--- src/rtl/apb_uart_fifo_bridge_if.sv ---
// APB slave bus plus UART rx/tx byte streams seen by apb_uart_fifo_bridge.
interface apb_uart_fifo_bridge_if #(
  parameter int ADDR_WIDTH = 32,
  parameter int DATA_WIDTH = 8
);
  logic [ADDR_WIDTH-1:0] paddr;
  logic                  pselx;
  logic                  penable;
  logic                  pwrite;
  logic [DATA_WIDTH-1:0] pwdata;
  logic                  pready;
  logic [DATA_WIDTH-1:0] prdata;
  logic                  pslverr;
  logic                  rx_valid;
  logic                  rx_ready;
  logic [DATA_WIDTH-1:0] rx_data;
  logic                  tx_ready;
  logic                  tx_valid;
  logic [DATA_WIDTH-1:0] tx_data;
  logic                  irq;

  modport slave (
    input  paddr, pselx, penable, pwrite, pwdata, rx_valid, rx_data, tx_ready,
    output pready, prdata, pslverr, rx_ready, tx_valid, tx_data, irq
  );

  modport master (
    output paddr, pselx, penable, pwrite, pwdata, rx_valid, rx_data, tx_ready,
    input  pready, prdata, pslverr, rx_ready, tx_valid, tx_data, irq
  );
endinterface

--- src/rtl/apb_uart_fifo_bridge.sv ---
// Zero-wait-state APB slave with RX/TX byte FIFOs, TX send FSM, overrun flag and level irq.
// Optional internal TX->RX loopback (CTRL bit5) is built only when APB_UART_LOOPBACK_EN is defined.

module apb_uart_fifo_bridge_fifo #(
  parameter int DW    = 8,
  parameter int DEPTH = 16
) (
  input  logic          clk_i,
  input  logic          rst_ni,
  input  logic          flush_i,
  input  logic          push_i,
  input  logic [DW-1:0] push_dat_i,
  input  logic          pop_i,
  output logic [DW-1:0] head_o,
  output logic          empty_o,
  output logic          full_o
);
  localparam int AW = $clog2(DEPTH);
  localparam int CW = AW + 1;

  logic [DW-1:0] mem_q [DEPTH];
  logic [AW-1:0] wr_ptr_q, rd_ptr_q;
  logic [CW-1:0] cnt_q;
  logic          do_push, do_pop;

  assign empty_o = (cnt_q == '0);
  assign full_o  = (cnt_q == CW'(DEPTH));
  assign head_o  = mem_q[rd_ptr_q];
  assign do_push = push_i & ~full_o;
  assign do_pop  = pop_i & ~empty_o;

  always_ff @(posedge clk_i) begin
    if (do_push && !flush_i) mem_q[wr_ptr_q] <= push_dat_i;
  end

  always_ff @(posedge clk_i or negedge rst_ni) begin
    if (!rst_ni) begin
      wr_ptr_q <= '0;
      rd_ptr_q <= '0;
      cnt_q    <= '0;
    end else if (flush_i) begin
      wr_ptr_q <= '0;
      rd_ptr_q <= '0;
      cnt_q    <= '0;
    end else begin
      if (do_push) wr_ptr_q <= wr_ptr_q + AW'(1);
      if (do_pop)  rd_ptr_q <= rd_ptr_q + AW'(1);
      case ({do_push, do_pop})
        2'b10:   cnt_q <= cnt_q + CW'(1);
        2'b01:   cnt_q <= cnt_q - CW'(1);
        default: cnt_q <= cnt_q;
      endcase
    end
  end
endmodule

module apb_uart_fifo_bridge #(
  parameter int ADDR_WIDTH = 32,
  parameter int DATA_WIDTH = 8,
  parameter int RX_DEPTH   = 16,
  parameter int TX_DEPTH   = 16
) (
  input logic                   pclk,
  input logic                   prstn,
  apb_uart_fifo_bridge_if.slave bus
);
  localparam logic [3:0] A_TXDATA = 4'h0;
  localparam logic [3:0] A_RXDATA = 4'h1;
  localparam logic [3:0] A_STATUS = 4'h2;
  localparam logic [3:0] A_CTRL   = 4'h3;

  typedef enum logic {S_IDLE, S_SEND} tx_state_e;

  logic [ADDR_WIDTH-1:0] paddr_w;
  logic [3:0]            addr;
  logic                  acc, wr, rd, err;
  logic [DATA_WIDTH-1:0] rdata, status, ctrl_rd;
  logic [2:0]            ctrl_q, ctrl_d;    // {irq_en, rx_en, tx_en}
  logic                  ctrl_wr, clr_ov, flush;
  logic                  ov_q, ov_d, irq_q, rx_rdy_q, loopback;
  tx_state_e             state_q, state_d;
  logic                  tx_vld_q, tx_vld_d, tx_pop, tx_fire;
  logic [DATA_WIDTH-1:0] tx_dat_q, tx_dat_d;
  logic [DATA_WIDTH-1:0] rx_head, tx_head, rx_in_dat;
  logic                  rx_empty, rx_full, tx_empty, tx_full, rx_in_vld, rx_pop, tx_push;
  logic                  unused_bits;

  assign paddr_w     = bus.paddr;
  assign addr        = paddr_w[3:0];
  assign unused_bits = ^{paddr_w, bus.pwdata};
  assign acc         = bus.pselx & bus.penable;
  assign wr          = acc & bus.pwrite;
  assign rd          = acc & ~bus.pwrite;

  assign ctrl_wr = wr & (addr == A_CTRL);
  assign clr_ov  = ctrl_wr & bus.pwdata[3];
  assign flush   = ctrl_wr & bus.pwdata[4];
  assign ctrl_d  = ctrl_wr ? bus.pwdata[2:0] : ctrl_q;
  assign tx_push = wr & (addr == A_TXDATA);
  assign rx_pop  = rd & (addr == A_RXDATA);

`ifdef APB_UART_LOOPBACK_EN
  logic lb_q;
  always_ff @(posedge pclk or negedge prstn) begin
    if (!prstn)       lb_q <= 1'b0;
    else if (ctrl_wr) lb_q <= bus.pwdata[5];
  end
  assign loopback = lb_q;
`else
  assign loopback = 1'b0;
`endif

  assign status  = {{(DATA_WIDTH-5){1'b0}}, ov_q, tx_full, tx_empty, rx_full, ~rx_empty};
  assign ctrl_rd = {{(DATA_WIDTH-6){1'b0}}, loopback, 2'b00, ctrl_q};

  // Errors use pre-edge full/empty, so a same-cycle pop never rescues a push.
  always_comb begin
    err   = 1'b0;
    rdata = '0;
    case (addr)
      A_TXDATA: err = ~bus.pwrite | tx_full;
      A_RXDATA: begin
        err = bus.pwrite | rx_empty;
        if (!rx_empty) rdata = rx_head;
      end
      A_STATUS: begin
        err   = bus.pwrite;
        rdata = status;
      end
      A_CTRL:   rdata = ctrl_rd;
      default:  err = 1'b1;
    endcase
  end

  assign bus.pready  = acc;
  assign bus.pslverr = acc & err;
  assign bus.prdata  = rd ? rdata : '0;

  always_comb begin
    state_d  = state_q;
    tx_vld_d = tx_vld_q;
    tx_dat_d = tx_dat_q;
    tx_pop   = 1'b0;
    tx_fire  = 1'b0;
    case (state_q)
      S_IDLE: begin
        if (ctrl_q[0] && !tx_empty) begin
          tx_dat_d = tx_head;
          tx_vld_d = 1'b1;
          tx_pop   = 1'b1;
          state_d  = S_SEND;
        end
      end
      S_SEND: begin
        // tx_en is only sampled at handshake boundaries, so a byte in flight always completes.
        if (bus.tx_ready || loopback) begin
          tx_fire = 1'b1;
          if (ctrl_q[0] && !tx_empty) begin
            tx_dat_d = tx_head;
            tx_pop   = 1'b1;
          end else begin
            tx_vld_d = 1'b0;
            state_d  = S_IDLE;
          end
        end
      end
      default: state_d = S_IDLE;
    endcase
  end

  assign rx_in_vld = (bus.rx_valid & bus.rx_ready) | (tx_fire & loopback);
  assign rx_in_dat = loopback ? tx_dat_q : bus.rx_data;
  assign ov_d      = (rx_in_vld & rx_full) | (ov_q & ~clr_ov);

  always_ff @(posedge pclk or negedge prstn) begin
    if (!prstn) begin
      ctrl_q   <= 3'b011;
      ov_q     <= 1'b0;
      irq_q    <= 1'b0;
      rx_rdy_q <= 1'b0;
      state_q  <= S_IDLE;
      tx_vld_q <= 1'b0;
      tx_dat_q <= '0;
    end else begin
      ctrl_q   <= ctrl_d;
      ov_q     <= ov_d;
      irq_q    <= ctrl_q[2] & (~rx_empty | ov_q);
      rx_rdy_q <= ctrl_q[1];
      state_q  <= state_d;
      tx_vld_q <= tx_vld_d;
      tx_dat_q <= tx_dat_d;
    end
  end

  assign bus.rx_ready = rx_rdy_q & ~loopback;
  assign bus.tx_valid = tx_vld_q & ~loopback;
  assign bus.tx_data  = tx_dat_q;
  assign bus.irq      = irq_q;

  apb_uart_fifo_bridge_fifo #(.DW(DATA_WIDTH), .DEPTH(RX_DEPTH)) u_rx_fifo (
    .clk_i(pclk), .rst_ni(prstn), .flush_i(flush),
    .push_i(rx_in_vld), .push_dat_i(rx_in_dat), .pop_i(rx_pop),
    .head_o(rx_head), .empty_o(rx_empty), .full_o(rx_full)
  );

  apb_uart_fifo_bridge_fifo #(.DW(DATA_WIDTH), .DEPTH(TX_DEPTH)) u_tx_fifo (
    .clk_i(pclk), .rst_ni(prstn), .flush_i(flush),
    .push_i(tx_push), .push_dat_i(bus.pwdata), .pop_i(tx_pop),
    .head_o(tx_head), .empty_o(tx_empty), .full_o(tx_full)
  );
endmodule

--- src/flat_wrapper.sv ---
// flat-port wrapper written by rule: the top's interface ports become plain ports
module apb_uart_fifo_bridge_flat 
#(
  parameter int ADDR_WIDTH = 32,
  parameter int DATA_WIDTH = 8,
  parameter int RX_DEPTH   = 16,
  parameter int TX_DEPTH   = 16
)
  (pclk, prstn, bus_paddr, bus_pselx, bus_penable, bus_pwrite, bus_pwdata, bus_rx_valid, bus_rx_data, bus_tx_ready, bus_pready, bus_prdata, bus_pslverr, bus_rx_ready, bus_tx_valid, bus_tx_data, bus_irq);
  apb_uart_fifo_bridge_if #(.ADDR_WIDTH(ADDR_WIDTH), .DATA_WIDTH(DATA_WIDTH)) bus_i ();
  input logic pclk;
  input logic prstn;
  input wire logic [$bits(bus_i.paddr)-1:0] bus_paddr;
  input wire logic [$bits(bus_i.pselx)-1:0] bus_pselx;
  input wire logic [$bits(bus_i.penable)-1:0] bus_penable;
  input wire logic [$bits(bus_i.pwrite)-1:0] bus_pwrite;
  input wire logic [$bits(bus_i.pwdata)-1:0] bus_pwdata;
  input wire logic [$bits(bus_i.rx_valid)-1:0] bus_rx_valid;
  input wire logic [$bits(bus_i.rx_data)-1:0] bus_rx_data;
  input wire logic [$bits(bus_i.tx_ready)-1:0] bus_tx_ready;
  output wire logic [$bits(bus_i.pready)-1:0] bus_pready;
  output wire logic [$bits(bus_i.prdata)-1:0] bus_prdata;
  output wire logic [$bits(bus_i.pslverr)-1:0] bus_pslverr;
  output wire logic [$bits(bus_i.rx_ready)-1:0] bus_rx_ready;
  output wire logic [$bits(bus_i.tx_valid)-1:0] bus_tx_valid;
  output wire logic [$bits(bus_i.tx_data)-1:0] bus_tx_data;
  output wire logic [$bits(bus_i.irq)-1:0] bus_irq;
  assign bus_i.paddr = bus_paddr;
  assign bus_i.pselx = bus_pselx;
  assign bus_i.penable = bus_penable;
  assign bus_i.pwrite = bus_pwrite;
  assign bus_i.pwdata = bus_pwdata;
  assign bus_i.rx_valid = bus_rx_valid;
  assign bus_i.rx_data = bus_rx_data;
  assign bus_i.tx_ready = bus_tx_ready;
  assign bus_pready = bus_i.pready;
  assign bus_prdata = bus_i.prdata;
  assign bus_pslverr = bus_i.pslverr;
  assign bus_rx_ready = bus_i.rx_ready;
  assign bus_tx_valid = bus_i.tx_valid;
  assign bus_tx_data = bus_i.tx_data;
  assign bus_irq = bus_i.irq;
  apb_uart_fifo_bridge #(.ADDR_WIDTH(ADDR_WIDTH), .DATA_WIDTH(DATA_WIDTH), .RX_DEPTH(RX_DEPTH), .TX_DEPTH(TX_DEPTH)) u_core (.pclk(pclk), .prstn(prstn), .bus(bus_i));
endmodule
--- config.mk ---
export PLATFORM = sky130hd
export DESIGN_NAME = apb_uart_fifo_bridge_flat
export DESIGN_NICKNAME = d
export VERILOG_FILES = /design/src/rtl/apb_uart_fifo_bridge_if.sv /design/src/rtl/apb_uart_fifo_bridge.sv /design/src/flat_wrapper.sv
export SDC_FILE = /design/constraint.sdc
export NUM_CORES = 1
export LEC_CHECK = 0
export CORE_ASPECT_RATIO = 1.75
export CORE_MARGIN = 2
export CORE_UTILIZATION = 45
export DETAILED_ROUTE_END_ITERATION = 7
export GPL_ROUTABILITY_DRIVEN = 0
export PLACE_DENSITY = 0.67
export SKIP_LAST_GASP = 1
export SLEW_MARGIN = 20
export SYNTH_ARGS = -nofsm -noshare
export SYNTH_HDL_FRONTEND = slang
export SYNTH_HIERARCHICAL = 1
export SYNTH_SLANG_ARGS = --single-unit
--- constraint.sdc ---
create_clock -name pclk -period 3.05 [get_ports pclk]
set_input_delay 0.305 -clock pclk [delete_from_list [all_inputs] [get_ports pclk]]
set_output_delay 0.305 -clock pclk [all_outputs]
set_load 0.05 [all_outputs]
==> results.cfg, run 1 <==
[sta]
period_share_pct = 101
fin_ws_ns = -0.0259
hold_viol_final = 0
timing.fmax_ghz = 0.325
setup_viol_count_final = 3
clock_skew_ns = 0.0139
whs_ns = 0.307
tightest_slew_ns = 0.830
fin_setup_tns_ns = -0.0375
period_minus_slack_ns = 3.08
slew_viol_final = 0
max_slew_margin_pct = 44.5
rsz0062_at_grt = yes

[grt]
antenna_found_initial = 0
gr-total-overflow = 0
grt_pass1_wl_mm = 41.5
track_usage_pct = 18.4
grt_pass1_vias = 7100
grt_max_degree = 43

[flow_run]
max_cap_violations = 0

[clock_tree]
clkTransAtPathRegs_ns = 0.07
worstSkewPairLatency_ns = 0.55
clock_sinks = 298
cts_tree = built
cts_htree_levels = 1
cts_root_buf = clkbuf_16
clockBufferDepth = 3
numCtsBuffers = 27

[logic_synthesis]
netlist.area_leader.share_pct = 60.0
ys_top_cells_by_area = edfxtp_1 60%, mux4_1 12%, dfrtp_1 7.8%
ys.flop_type = edfxtp_1
syn-cell-area_um2 = 12800
synth_async_sr_flop_share_pct = 14.1
syn_avg_cell_area_um2 = 19.0
yosysTopAreaCell = edfxtp_1
synth_seq_area_share_pct = 68.2
ys_ff_latch = 298
synth_nets = 749
synth_cell_types = 59
synth_edf_count = 256
syn_inst = 676
ys_warn_count = 6

[final_layout]
multiInputGateArea_um2 = 3790
n_antenna_cell = 0
stdcell_count = 1178
design_area_um2 = 15100
nets = 857
register_area_um2 = 8740
areaGrowthSynthToFinish_pct = 17.6
final_util_pct = 53.9
fillCellCount = 2238
drive_above_1_share_pct = 23.7

[route]
final_antenna_net_count = 0
num_vias = 6617
routed_via_density = 5.62
dr.first_iter.drc_count = 455
wirelength_mm = 27.1
drc = 0
drtPass1Iterations = 5
wl_per_cell_um = 23.0

[die]
coreArea_um2 = 28000
initial_utilization_pct = 45.8
die_height_um = 227
rows = 81
die_area_um2 = 29900
die_w_um = 132
ios = 76

[worst_hold_path]
holdCritPathClass = primary input to asynchronous set/reset pin

[pwr]
ir_drop_mv = 0.511
power_density_nw_per_um2 = 738
p_leak_uw = 0.00531

[critical_path]
worstPathRequired_ns = 2.74
crit_path_end_kind = output pin
cp-start-kind = flop
critPathMostFrequentCell = mux4_2
crit_chain = buf_12, buf_16, mux4_2, mux4_2, a32oi_1, nor2_1, buf_6
cpMaxStageDelayCell = mux4_2
crit_fanout = 5
ff2ff_setup_slack_ns = 0.36
startpoint = u_core/u_rx_fifo/rd_ptr_q[0]$_DFFE_PN0P_
cp_num_buf_inv = 3
cp_slowest_stage_delay_ns = 0.54
cp.arrival_ns = 2.77
crit_family = multiplexers
path_class = flop to output pin
rr_startpoint = u_core/u_tx_fifo/cnt_q[1]$_DFFE_PN0P_

[placement]
dp_hpwl_mm = 18.3
placed_area_um2 = 14000
port_buffers = 47
dp.cells = 1118

[run_status]
violations = setup timing
outcome = complete, but fails checks
[flip-flops by register name, indices dropped and copies added, names as in the netlist]
| signal | flops |
|---|---|
| u_core/bus.tx_data | 8 |
| u_core/u_tx_fifo/rd_ptr_q | 4 |
| u_core/bus.tx_valid | 1 |
| u_core/state_q | 1 |
| u_core/u_tx_fifo/cnt_q | 5 |
| u_core/bus.rx_ready | 1 |
| u_core/u_rx_fifo/mem_q | 128 |
| u_core/u_rx_fifo/cnt_q | 5 |
| u_core/u_rx_fifo/wr_ptr_q | 4 |
| u_core/bus.irq | 1 |
| u_core/ctrl_q | 3 |
| u_core/u_rx_fifo/rd_ptr_q | 4 |
| u_core/u_tx_fifo/wr_ptr_q | 4 |
| u_core/ov_q | 1 |
| u_core/u_tx_fifo/mem_q | 128 |
[worst reg2reg max path: cells and delay by family, from the launching register on]
| family | cells | cell delay, ns |
|---|---|---|
| buffers and inverters | 2 | 0.20 |
| AOI/OAI and AO/OA | 3 | 0.43 |
| and+or+nand+nor | 5 | 0.93 |
| muxes | 1 | 0.22 |
| adders and majority gates | 1 | 0.35 |
| DFF | 1 | 0.43 |
[cells in the final DEF (no fill, tap or decap), types with 3 or more instances in the layout]
| master | netlist | layout |
|---|---|---|
| dfrtp_1 | 40 | 39 |
| buf_6 | 7 | 4 |
| a32oi_1 | 4 | 3 |
| nand2_1 | 14 | 14 |
| edfxtp_1 | 256 | 256 |
| nand3b_1 | 3 | 3 |
| mux2_4 | 3 | 3 |
| xnor2_1 | 4 | 4 |
| clkinv_2 | 0 | 4 |
| clkbuf_1 | 18 | 5 |
| a211o_1 | 4 | 4 |
| nand2b_1 | 6 | 6 |
| mux2_2 | 14 | 14 |
| and3_1 | 6 | 6 |
| o21ai_0 | 5 | 5 |
| nand3_1 | 7 | 7 |
| buf_16 | 0 | 3 |
| clkinv_1 | 0 | 3 |
| ha_1 | 16 | 16 |
| clkdlybuf4s50_1 | 0 | 37 |
| nor2_1 | 74 | 73 |
| o211ai_1 | 5 | 5 |
| mux4_2 | 20 | 31 |
| inv_1 | 21 | 21 |
| clkbuf_8 | 0 | 6 |
| a21oi_2 | 3 | 3 |
| buf_4 | 0 | 60 |
| mux2i_1 | 8 | 8 |
| clkbuf_16 | 0 | 28 |
| mux4_1 | 60 | 49 |
| bufinv_16 | 0 | 3 |
| and2_1 | 4 | 4 |
| buf_12 | 0 | 5 |
| xor2_1 | 10 | 10 |
| a21oi_1 | 3 | 3 |
[stage by stage]
stage                     worst slack (ns)  power, uW
after floorplan                     0.0673       6850
after detailed placement            0.0705       7550
after global routing               -0.0862      11600
after CTS                          -0.0896      11200
final                              -0.0259      11100
after global placement               0.159       7430
[timing repair]
action | CTS | global route
hold endpoints to repair | 26 | 0
gates resized for setup | 17 | 7
buffers inserted | 2 | 3
pin swaps | 4 | 1
cloned | 3 | 1
hold buffers | 1 | 0
setup endpoints to repair | 5 | 10
[Yosys cell counts (8+ instances only)]
cell type and n:
mux2i_1 8, ha_1 16, nor2_1 74, xor2_1 10, nand2_1 14, dfrtp_1 40
mux4_2 20, edfxtp_1 256, clkbuf_1 18, mux4_1 60, mux2_2 14, inv_1 21
[area by class of cell]
| class | instances | share of cell area, % |
|---|---|---|
| multi-input combinational | 325 | 25.1 |
| clock inverter | 12 | 0.913 |
| tap | 373 | 3.10 |
| clock buffer | 38 | 5.16 |
| sequential | 298 | 58.0 |
| timing repair buffer | 111 | 7.19 |
| inverter | 21 | 0.523 |
[where the power goes]
part | switching [uW] | internal (uW)
clock | 1440 | 2030
combinational | 1330 | 1400
sequential | 281 | 4650
[logic make-up after synthesis]
| logic type | Yosys count | synth area share, % |
|---|---|---|
| mux | 107 | 18.2 |
| simple gates | 140 | 5.67 |
| xor+xnor | 14 | 0.957 |
| fa+ha+maj | 18 | 1.87 |
| compound gates | 46 | 2.95 |
| buf+inv | 53 | 2.17 |
| flops | 298 | 68.2 |
[per-layer routing]
metal  vias up  GRT usage (%)  routed length (um)
met3        39           2.23                 906
met5         -              0                   0
met1      3460           19.4                9580
met2       161           38.0               16000
met4         0           5.22                 585
li1       2957              -                   -
[final timing paths]
kind                                                       endpoint  cells after the start
setup / recovery                                      bus_prdata[4]                      7
hold / removal                    u_core/bus.tx_data[5]$_DFFE_PN0P_                      2
setup reg to reg              u_core/u_tx_fifo/cnt_q[4]$_DFFE_PN0P_                     12
min in group pclk                          u_core/state_q$_DFF_PN0_                      2
max in group asynchronous  u_core/u_rx_fifo/rd_ptr_q[0]$_DFFE_PN0P_                      2
hold reg to reg                       u_core/bus.rx_ready$_DFF_PN0_                      0
Note: power is estimated with default switching activity, not from simulation.
==> run 2: changes to the inputs <==
Settings changed: SETUP_SLACK_MARGIN set to 0.4.
==> results.cfg, run 2 (synthesized netlist as in run 1, its figures left out) <==
[route]
wirelength_mm = 27.4
dr.first_iter.drc_count = 443
drc = 0
drtPass1Iterations = 7
num_vias = 6717
routed_via_density = 5.64
final_antenna_net_count = 0
wl_per_cell_um = 23.0

[final_layout]
nets = 869
areaGrowthSynthToFinish_pct = 20.3
drive_above_1_share_pct = 30.1
final_util_pct = 55.1
layout_commonest_cell = edfxtp_1
fillCellCount = 2153
register_area_um2 = 8750
final_cell_mix = 256 x edfxtp_1, 72 x nor2_1, 66 x buf_4, 45 x mux4_2, 37 x clkdlybuf4s50_1
multiInputGateArea_um2 = 3850
n_antenna_cell = 0

[grt]
busiest_layer = met2
gr-total-overflow = 0
antenna_found_initial = 0
grt_max_degree = 43
use_met2_pct = 36.1
grt_use_met3_pct = 2.65
grt_pass1_vias = 7160
grt_pass1_wl_mm = 42.2
track_usage_pct = 18.6
use_met1_pct = 20.5

[die]
die_area_um2 = 29900
die_height_um = 227
initial_utilization_pct = 45.8
ios = 76
rows = 81
coreArea_um2 = 28000
die_w_um = 132

[sta]
timing.fmax_ghz = 0.322
rsz0062_at_grt = yes
period_share_pct = 102
whs_ns = 0.286
clock_skew_ns = 0.0264
hold_viol_final = 0
setup_viol_count_final = 5
slew_viol_final = 0
fin_setup_tns_ns = -0.152
period_minus_slack_ns = 3.11
max_slew_margin_pct = 40.4
tightest_slew_ns = 0.890
fin_ws_ns = -0.0590

[critical_path]
r2r_cells = 13
reg2reg_to = u_core/u_tx_fifo/cnt_q[4]$_DFFE_PN0P_
cp.arrival_ns = 2.80
startpoint = u_core/u_rx_fifo/rd_ptr_q[0]$_DFFE_PN0P_
critPathMostFrequentCell = mux4_2
cp_num_cells = 7
cp_num_buf_inv = 3
crit_path_end_kind = output pin
path_class = flop to output pin
cp-start-kind = flop
cp_slowest_stage_delay_ns = 0.52
rr_startpoint = u_core/u_tx_fifo/cnt_q[0]$_DFFE_PN0P_
crit_family = multiplexers
crit_chain = buf_12, buf_16, mux4_2, mux4_2, a32oi_1, nor2_1, buf_6
crit_fanout = 8
worstPathRequired_ns = 2.74
cpMaxStageDelayCell = mux4_2
ff2ff_setup_slack_ns = 0.45

[worst_hold_path]
holdCritPathClass = primary input to asynchronous set/reset pin

[pwr]
power.total_uw = 11800
power_density_nw_per_um2 = 766
p_leak_uw = 0.00539
ir_drop_mv = 0.586

[clock_tree]
clkTransAtPathRegs_ns = 0.07
worstSkewPairLatency_ns = 0.56
cts_htree_levels = 1
cts_tree = built
clock_sinks = 298
cts_root_buf = clkbuf_16
clockBufferDepth = 3
numCtsBuffers = 27

[run_status]
outcome = complete, but fails checks
violations = setup timing

[flow_run]
max_cap_violations = 0

[placement]
port_buffers = 47
dp_hpwl_mm = 18.3
[run 2: timing repair]
| item | CTS | global route |
|---|---|---|
| buffers inserted | 13 | 10 |
| pin swaps | 9 | 11 |
| gates cloned | 3 | 0 |
| gates resized for setup | 49 | 22 |
| endpoints found under the hold margin | 40 | 0 |
| setup endpoints to repair | 11 | 13 |
| hold buffers | 1 | 0 |
[run 2: final cells by class]
class                   count  share of cell area [%]
well taps                 373                    3.03
clock inverters            23                    2.45
inverters                  21                   0.535
repair buffers            123                    7.94
multi-input cells         325                    24.9
flip-flops and latches    298                    56.7
clock buffers              27                    4.38
[run 2: worst max-delay path by stage]
stage	endpoint	slack, ns
3_3_place_gp	u_core/u_tx_fifo/mem_q[9][5]$_DFFE_PP_	0.20
3_5_place_dp	u_core/u_tx_fifo/mem_q[9][3]$_DFFE_PP_	0.12
2_1_floorplan	u_core/u_tx_fifo/cnt_q[4]$_DFFE_PN0P_	0.32
6_report	bus_prdata[3]	-0.06
4_1_cts	bus_prdata[2]	-0.03
5_1_grt	bus_prdata[3]	-0.12
[run 2: layer usage]
metal  share of wire [%]  up-vias
met5                   0        -
met2                  57      195
li1                    -     2966
met4                 3.5        0
met1                  35     3505
met3                 4.2       51
[run 2: metrics by stage]
| step | area [um^2] | setup slack (ns) | std cells |
|---|---|---|---|
| final | 15400 | -0.0590 | 1190 |
| after global routing | 15400 | -0.115 | 1190 |
| after CTS | 15300 | -0.0348 | 1180 |
| after detailed placement | 14000 | 0.122 | 1113 |
| after global placement | 14000 | 0.201 | 1113 |
| after floorplan | 12800 | 0.324 | 676 |
[run 2: where the power goes]
group / leakage [uW] / switching, uW / internal, uW
Clock: 0.000512 / 1480 / 2470
Sequential: 0.00281 / 287 / 4650
Combinational: 0.00206 / 1380 / 1540
[run 2: worst register-to-register path: stages (launching register included)]
cell,delay [ns]
dfrtp_2,0.42
buf_4,0.15
nor4_4,0.33
nand2_4,0.11
inv_1,0.09
nand2b_4,0.16
a21oi_4,0.05
nand3_4,0.10
inv_2,0.07
ha_1,0.32
nor2_1,0.13
a21oi_2,0.07
a211o_1,0.29
a31oi_1,0.21
